==> src/rtl/fft_stream_if.sv <==
// Serial complex-sample stream leaving the FFT output reader.
// The master drives one beat per valid/ready transfer, and the slave returns out_ready.
interface fft_stream_if #(
   parameter int DATA_W = 16,
   parameter int IDX_W  = 4
);
   logic [DATA_W-1:0] out_real;
   logic [DATA_W-1:0] out_imag;
   logic [IDX_W-1:0]  out_index;
   logic              out_valid;
   logic              out_ready;
   logic              out_last;

   modport master (
      output out_real, out_imag, out_index, out_valid, out_last,
      input  out_ready
   );

   modport slave (
      input  out_real, out_imag, out_index, out_valid, out_last,
      output out_ready
   );
endinterface

==> src/rtl/fft_frame_streamer.sv <==
// Captures a full FFT frame from the last butterfly layer in one cycle.
// It then streams the frame one complex word per handshake beat, optionally in natural order from bit-reversed slots.
module fft_frame_streamer #(
   parameter int N_POINTS    = 16,
   parameter int DATA_W      = 16,
   parameter int BIT_REVERSE = 1,
   parameter int IDX_W       = $clog2(N_POINTS)
) (
   input  logic                         clk,
   input  logic                         rst,
   input  logic                         frame_ready,
   input  logic [N_POINTS*DATA_W-1:0]   in_real_bus,
   input  logic [N_POINTS*DATA_W-1:0]   in_imag_bus,
   fft_stream_if.master                 out_bus,
   output logic                         busy,
   output logic [7:0]                   drop_count
);

   typedef enum logic [0:0] {
      IDLE   = 1'b0,
      STREAM = 1'b1
   } state_t;

   state_t                       state_r, state_s;
   logic [IDX_W-1:0]             k_r, k_s;
   logic [7:0]                   drop_count_r, drop_s;
   logic [N_POINTS*DATA_W-1:0]   buf_real_r, buf_imag_r;
   logic                         capture_s;
   logic                         fire_s;
   logic                         final_s;
   logic [IDX_W-1:0]             slot_s;
   logic [DATA_W-1:0]            buf_re_a [N_POINTS];
   logic [DATA_W-1:0]            buf_im_a [N_POINTS];

   function automatic logic [IDX_W-1:0] bitrev(input logic [IDX_W-1:0] v);
      logic [IDX_W-1:0] r;
      for (int i = 0; i < IDX_W; i++) begin
         r[i] = v[IDX_W-1-i];
      end
      return r;
   endfunction

   for (genvar g = 0; g < N_POINTS; g++) begin : g_slot
      assign buf_re_a[g] = buf_real_r[g*DATA_W +: DATA_W];
      assign buf_im_a[g] = buf_imag_r[g*DATA_W +: DATA_W];
   end

   if (BIT_REVERSE != 0) begin : g_rev
      assign slot_s = bitrev(k_r);
   end else begin : g_nat
      assign slot_s = k_r;
   end

   // Next state, beat counter, capture strobe and drop counter.
   always_comb begin
      state_s   = state_r;
      k_s       = k_r;
      drop_s    = drop_count_r;
      capture_s = 1'b0;
      fire_s    = (state_r == STREAM) && out_bus.out_ready;
      final_s   = fire_s && (k_r == IDX_W'(N_POINTS - 1));
      case (state_r)
         IDLE: begin
            if (frame_ready) begin
               capture_s = 1'b1;
               k_s       = {IDX_W{1'b0}};
               state_s   = STREAM;
            end else begin
               state_s   = IDLE;
            end
         end
         STREAM: begin
            if (final_s) begin
               // A frame arriving on the last transfer chains straight in without a bubble.
               k_s = {IDX_W{1'b0}};
               if (frame_ready) begin
                  capture_s = 1'b1;
                  state_s   = STREAM;
               end else begin
                  state_s   = IDLE;
               end
            end else begin
               if (fire_s) begin
                  k_s = k_r + IDX_W'(1);
               end else begin
                  k_s = k_r;
               end
               if (frame_ready && (drop_count_r != 8'd255)) begin
                  drop_s = drop_count_r + 8'd1;
               end else begin
                  drop_s = drop_count_r;
               end
            end
         end
         default: begin
            state_s = IDLE;
            k_s     = {IDX_W{1'b0}};
         end
      endcase
   end

   // State, counters and frame buffer registers.
   always_ff @(posedge clk) begin
      if (rst) begin
         state_r      <= IDLE;
         k_r          <= {IDX_W{1'b0}};
         drop_count_r <= 8'd0;
         buf_real_r   <= {(N_POINTS*DATA_W){1'b0}};
         buf_imag_r   <= {(N_POINTS*DATA_W){1'b0}};
      end else begin
         state_r      <= state_s;
         k_r          <= k_s;
         drop_count_r <= drop_s;
         if (capture_s) begin
            buf_real_r <= in_real_bus;
            buf_imag_r <= in_imag_bus;
         end
      end
   end

   assign out_bus.out_valid = (state_r == STREAM);
   assign out_bus.out_index = k_r;
   assign out_bus.out_last  = (state_r == STREAM) && (k_r == IDX_W'(N_POINTS - 1));
   assign out_bus.out_real  = buf_re_a[slot_s];
   assign out_bus.out_imag  = buf_im_a[slot_s];
   assign busy              = (state_r == STREAM);
   assign drop_count        = drop_count_r;

endmodule

==> src/flat_wrapper.sv <==
// flat-port wrapper written by rule: the top's interface ports become plain ports
module fft_frame_streamer_flat 
#(
   parameter int N_POINTS    = 16,
   parameter int DATA_W      = 16,
   parameter int BIT_REVERSE = 1,
   parameter int IDX_W       = $clog2(N_POINTS)
)
  (clk, rst, frame_ready, in_real_bus, in_imag_bus, busy, drop_count, out_bus_out_real, out_bus_out_imag, out_bus_out_index, out_bus_out_valid, out_bus_out_last, out_bus_out_ready);
  fft_stream_if #(.DATA_W(DATA_W), .IDX_W(IDX_W)) out_bus_i ();
  input  logic clk;
  input  logic rst;
  input  logic frame_ready;
  input  logic [N_POINTS*DATA_W-1:0] in_real_bus;
  input  logic [N_POINTS*DATA_W-1:0] in_imag_bus;
  output logic busy;
  output logic [7:0] drop_count;
  output wire logic [$bits(out_bus_i.out_real)-1:0] out_bus_out_real;
  output wire logic [$bits(out_bus_i.out_imag)-1:0] out_bus_out_imag;
  output wire logic [$bits(out_bus_i.out_index)-1:0] out_bus_out_index;
  output wire logic [$bits(out_bus_i.out_valid)-1:0] out_bus_out_valid;
  output wire logic [$bits(out_bus_i.out_last)-1:0] out_bus_out_last;
  input wire logic [$bits(out_bus_i.out_ready)-1:0] out_bus_out_ready;
  assign out_bus_out_real = out_bus_i.out_real;
  assign out_bus_out_imag = out_bus_i.out_imag;
  assign out_bus_out_index = out_bus_i.out_index;
  assign out_bus_out_valid = out_bus_i.out_valid;
  assign out_bus_out_last = out_bus_i.out_last;
  assign out_bus_i.out_ready = out_bus_out_ready;
  fft_frame_streamer #(.N_POINTS(N_POINTS), .DATA_W(DATA_W), .BIT_REVERSE(BIT_REVERSE), .IDX_W(IDX_W)) u_core (.clk(clk), .rst(rst), .frame_ready(frame_ready), .in_real_bus(in_real_bus), .in_imag_bus(in_imag_bus), .out_bus(out_bus_i), .busy(busy), .drop_count(drop_count));
endmodule
==> config.mk <==
export PLATFORM = sky130hd
export DESIGN_NAME = fft_frame_streamer_flat
export DESIGN_NICKNAME = d
export VERILOG_FILES = /design/src/rtl/fft_stream_if.sv /design/src/rtl/fft_frame_streamer.sv /design/src/flat_wrapper.sv
export SDC_FILE = /design/constraint.sdc
export NUM_CORES = 1
export LEC_CHECK = 0
export ABC_AREA = 1
export CORE_UTILIZATION = 45
export DETAILED_ROUTE_END_ITERATION = 7
export PLACE_DENSITY = 0.79
export SKIP_LAST_GASP = 1
export SLEW_MARGIN = 20
export SYNTH_ARGS = -nofsm -noshare
export SYNTH_HDL_FRONTEND = slang
export SYNTH_SLANG_ARGS = --single-unit
==> constraint.sdc <==
create_clock -name clk -period 5.25 [get_ports clk]
set_clock_uncertainty 0.2 [all_clocks]
set_input_delay 1.05 -clock clk [delete_from_list [all_inputs] [get_ports clk]]
set_output_delay 1.05 -clock clk [all_outputs]
set_load 0.02 [all_outputs]
# Word level (Yosys, flattened, before mapping)
# Index checks and enable logic that the tools add are counted.
# word_totals
elab_cells	36
ff_bits	525
# classes
muxes	15
reduce_logical	6
bitwise	3
magnitude_cmp	1
add_sub_neg	2
n_eq_ne	4
# ops
cell	n
16-bit binary-select mux with 4-bit select	2
16-bit 2-to-1 mux	4
4-bit 2-to-1 mux	3
8-bit by 1-bit adder with 8-bit output, second input constant	1
8-bit inequality test, second input constant	1
4-bit case mux with 2 select lines	1
5-bit >= comparator, second input constant	1
4-bit NOT with 5-bit output	1
4-bit by 1-bit adder with 4-bit output, second input constant	1
4-bit equality test, second input constant	1
1-bit logical AND	4
1-bit case mux with 2 select lines	2
1-bit 2-to-1 mux	3
3-bit inequality test, second input constant	1
3-bit AND reduction	1
2-bit inequality test, second input constant	1
1-bit NOT	2
2-bit AND reduction	1

# Longest topological paths before layout
# Gate-level depths: netlist of run 1.
# depth
word_depth	4
depth_mapped	11
depth_no_buf	9

# Least setup slack after synthesis of run 1
# No wires, ideal clock.
# synth_timing
kind	flip-flop to output port
startpoint	register u_core.k_r[3], in the netlist u_core.out_bus.out_index[3]
endpoint	output out_bus_out_real[6]
stages_incl_launch_ff	10
slack_ns	2.295
required_time_ns	4.000
arrival_ns	1.705
n_path_buf	3
path_cell_list	dfxtp_1 buf_2 clkbuf_1 clkbuf_1 nor2_1 nor2_1 o21ai_0 nand3_1 nand3_1 nand2_1
# synth_via
elab_chain_cells	4
# synth_rtl
item	line_no	text
from (decl)	fft_frame_streamer.sv:25	logic [IDX_W-1:0] k_r, k_s;
from (signal assigned)	fft_frame_streamer.sv:106	k_r <= {IDX_W{1'b0}};
from (signal assigned)	fft_frame_streamer.sv:112	k_r <= k_s;
4-bit NOT with 5-bit output (implied by the code)	fft_frame_streamer.sv:124	assign out_bus.out_real = buf_re_a[slot_s];
16-bit binary-select mux with 4-bit select	fft_frame_streamer.sv:124	
16-bit 2-to-1 mux (implied by the code) (2 in series)	fft_frame_streamer.sv:124	
to (decl)	flat_wrapper.sv:18	output wire logic [$bits(out_bus_i.out_real)-1:0] out_bus_out_real;
# No other way between the ends. The select of a mux whose other input is x is not followed.

# Worst setup path after layout of run 1
# layout_timing
startpoint	register u_core.k_r[3], in the netlist u_core.out_bus.out_index[3]
endpoint	output out_bus_out_imag[15]
# layout_via
elab_chain_cells	4
# layout_rtl
item	line_no	text
4-bit NOT with 5-bit output (implied by the code)	fft_frame_streamer.sv:125	assign out_bus.out_imag = buf_im_a[slot_s];
16-bit binary-select mux with 4-bit select	fft_frame_streamer.sv:125	
16-bit 2-to-1 mux (implied by the code) (2 in series)	fft_frame_streamer.sv:125	
to (decl)	flat_wrapper.sv:19	output wire logic [$bits(out_bus_i.out_imag)-1:0] out_bus_out_imag;
# No other way between the ends. The select of a mux whose other input is x is not followed.

==> flow_summary.json, run 1 <==
{
  "crit_top_cell": "nand3_1",
  "yosys_most_used_dff": "dfxtp_1",
  "synth_seq_area_share": 0.456,
  "setup-violations-final": 0,
  "grt_pass1_wl_um": 135000,
  "avgSynthCellArea_um2": 6.59,
  "maxSlewHeadroom": 0.256,
  "htree_levels": 2,
  "worst_setup_path_end_kind": "output pin",
  "synth_cells": 3495,
  "drtAntennaViolNets": 0,
  "hp-class": "flop to flop",
  "path_class": "flop to output pin",
  "hp-start": "u_core.buf_real_r[38]$_SDFFE_PP0P_",
  "syn-cell-area_mm2": 0.0230,
  "max_stage_delay_ps": 680,
  "final.period_utilization": 0.896,
  "rr_worst_depth": 8,
  "wl_per_cell_um": 19.7,
  "fmaxAchievable_mhz": 212,
  "grt_max_degree": 187,
  "r2r-end": "u_core.buf_imag_r[92]$_SDFFE_PP0P_",
  "routabilityCongestion": 0.911,
  "clkTransAtPathRegs_ps": 70,
  "path_buf_inv": 3,
  "mostFrequentLayoutCell": "nor2_1",
  "hold_end": "u_core.buf_real_r[38]$_SDFFE_PP0P_",
  "start_util": 0.458,
  "worstSetupStartpointType": "flop",
  "cp_top_family": "buffers and inverters",
  "drc": 0,
  "die_w_um": 228,
  "hpwl_um": 62300,
  "max_cap_viol_count": 0,
  "async_flop_share": 0,
  "rrSetupSlack_ps": 1830,
  "fp.coreArea_mm2": 0.0503,
  "synth_edf_count": 0,
  "cts_buffer_depth": 3,
  "post-cts-setup-buffers": 0,
  "cts_tree": "yes",
  "ys_warn_count": 0,
  "final_cell_mix": "1,532 x nor2_1, 772 x o21ai_0, 562 x clkdlybuf4s50_1, 522 x dfxtp_1, 221 x nand2_1",
  "grt_use_total": 0.336,
  "viasPerCell": 5.39,
  "io_pins": 563,
  "ir_drop_mv": 0.288,
  "insertion_delay_ps": 610,
  "power_leakage_nw": 13.0,
  "cts_buffers": 55,
  "grt_pass1_vias": 23035,
  "drt-initial-drc-count": 3084,
  "drive_above_1_share": 0.0332,
  "die_h_um": 228,
  "fin_tns_setup_ps": 0,
  "hold_violations": 0,
  "overflow": 0,
  "cts_resized": 0,
  "utilization": 0.610,
  "min_path_cells": 2,
  "postSynthNetCount": 4013,
  "fin_crit_ps": 4710,
  "crit_required_ps": 4000,
  "cts_sinks": 525,
  "crit_chain": "inv_8, buf_4, o21ai_0, nand3_1, nand3_1, nand2_1, clkdlybuf4s50_1",
  "crit_slowest_cell": "clkdlybuf4s50_1",
  "ctsHoldBuffers": 0,
  "syn2layout_area_growth_pct": 33.2,
  "nFillCells": 4685,
  "outcome": "finished clean",
  "tightest_slew_ps": 1120,
  "num-nets-final": 4389,
  "crit_arrival_ps": 3460,
  "drv_slew": 0,
  "drt-total-wl_um": 90700,
  "dieArea_mm2": 0.0521,
  "crit_fanout": 123,
  "io_buffers": 562,
  "firstDrtPassIters": 6,
  "ys_ff_latch": 525,
  "timing.rr.start": "u_core.out_bus.out_index[2]$_SDFFE_PP0P_",
  "antenna_found_initial": 11,
  "root_buffer": "clkbuf_16",
  "rows": 82,
  "p_per_area_mw_per_mm2": 329,
  "via_count": 24785,
  "yosysUniqueCellTypes": 20,
  "rsz0062_at_grt": "false"
}
## layer usage
metal | routed length (µm) | track usage | up-vias
met4 | 4340 | 0.171 | 0
li1 | - | - | 11963
met2 | 42200 | 0.542 | 1221
met3 | 6710 | 0.0453 | 202
met5 | 0 | 0 | -
met1 | 37500 | 0.439 | 11399
## area by class of cell
cell class                      count  area (µm²)  share of cell area
Tap cell                          672         841              0.0274
Timing Repair Buffer              590        5940               0.194
Clock buffer                       76        1650              0.0537
Antenna cell                       12        30.0            0.000979
Multi-Input combinational cell   2648       11200               0.364
Sequential cell                   525       10500               0.343
Inverter                           51         216             0.00705
Clock inverter                     21         312              0.0102
## logic make-up after synthesis
| kind of cell | share of synthesized area |
|---|---|
| and+or+nand+nor | 0.303 |
| AOI/OAI and AO/OA | 0.181 |
| DFF | 0.456 |
| buffers and inverters | 0.0584 |
| adders and majority gates | 0.00109 |
| xor gates and xnor gates | 0.000380 |
## sequential cells by signal, summed over array words and instances (netlist names)
name,flops
u_core.buf_real_r,256
u_core.drop_count,8
u_core.out_bus.out_index,4
u_core.buf_imag_r,256
u_core.busy,1
## cells in the mapped netlist, types with 2 or more instances
library cell	number	share of area
clkbuf_1	141	0.023
buf_2	105	0.023
nor2_1	1533	0.25
nand3_1	75	0.016
o21ai_0	772	0.17
inv_1	47	0.0077
o211ai_1	32	0.010
nand2_1	221	0.036
dfxtp_1	525	0.46
a21oi_1	6	0.0013
ha_1	2	0.0011
inv_2	4	0.00065
buf_1	24	0.0039
nor3_1	2	0.00043
## worst min-delay path, stage by stage (launching register included)
cell	delay, ps
dfxtp_1	320
o21ai_0	80
nor2_1	80
## through the flow
stage	instance area [µm²]	hold slack (ps)	cells	power [mW]	setup WS [ps]
floorplan	23000	270	3495	5.16	2300
global placement	28700	287	4486	5.90	1200
detailed placement	28700	291	4486	5.91	1180
CTS	30600	310	4583	10.1	481
global route	30700	330	4592	10.4	363
finish	30700	310	4595	10.1	544
## how the worst max path moves through the flow
stage | start | endpoint | slack (ps) | depth (start not counted)
after floorplan | u_core.out_bus.out_index[3]$_SDFFE_PP0P_ | out_bus_out_real[6] | 2300 | 9
final | u_core.out_bus.out_index[3]$_SDFFE_PP0P_ | out_bus_out_imag[15] | 540 | 7
after CTS | u_core.out_bus.out_index[3]$_SDFFE_PP0P_ | out_bus_out_imag[15] | 480 | 7
after detailed placement | u_core.out_bus.out_index[3]$_SDFFE_PP0P_ | out_bus_out_imag[15] | 1180 | 7
after global routing | u_core.out_bus.out_index[3]$_SDFFE_PP0P_ | out_bus_out_imag[15] | 360 | 7
after global placement | u_core.out_bus.out_index[3]$_SDFFE_PP0P_ | out_bus_out_imag[15] | 1200 | 7
## report_power, final
part	switching, mW	leakage (nW)	internal, mW
clock network	1.67	0.975	2.57
registers	0.180	4.35	4.30
logic	0.746	7.65	0.642
Note: power is estimated with default switching activity, not from simulation.
==> inputs of run 2 (changes only) <==
- HOLD_SLACK_MARGIN: unset -> 0.06
==> results of run 2 <==
Final layout, timing and power as in run 1 (identical DEF).
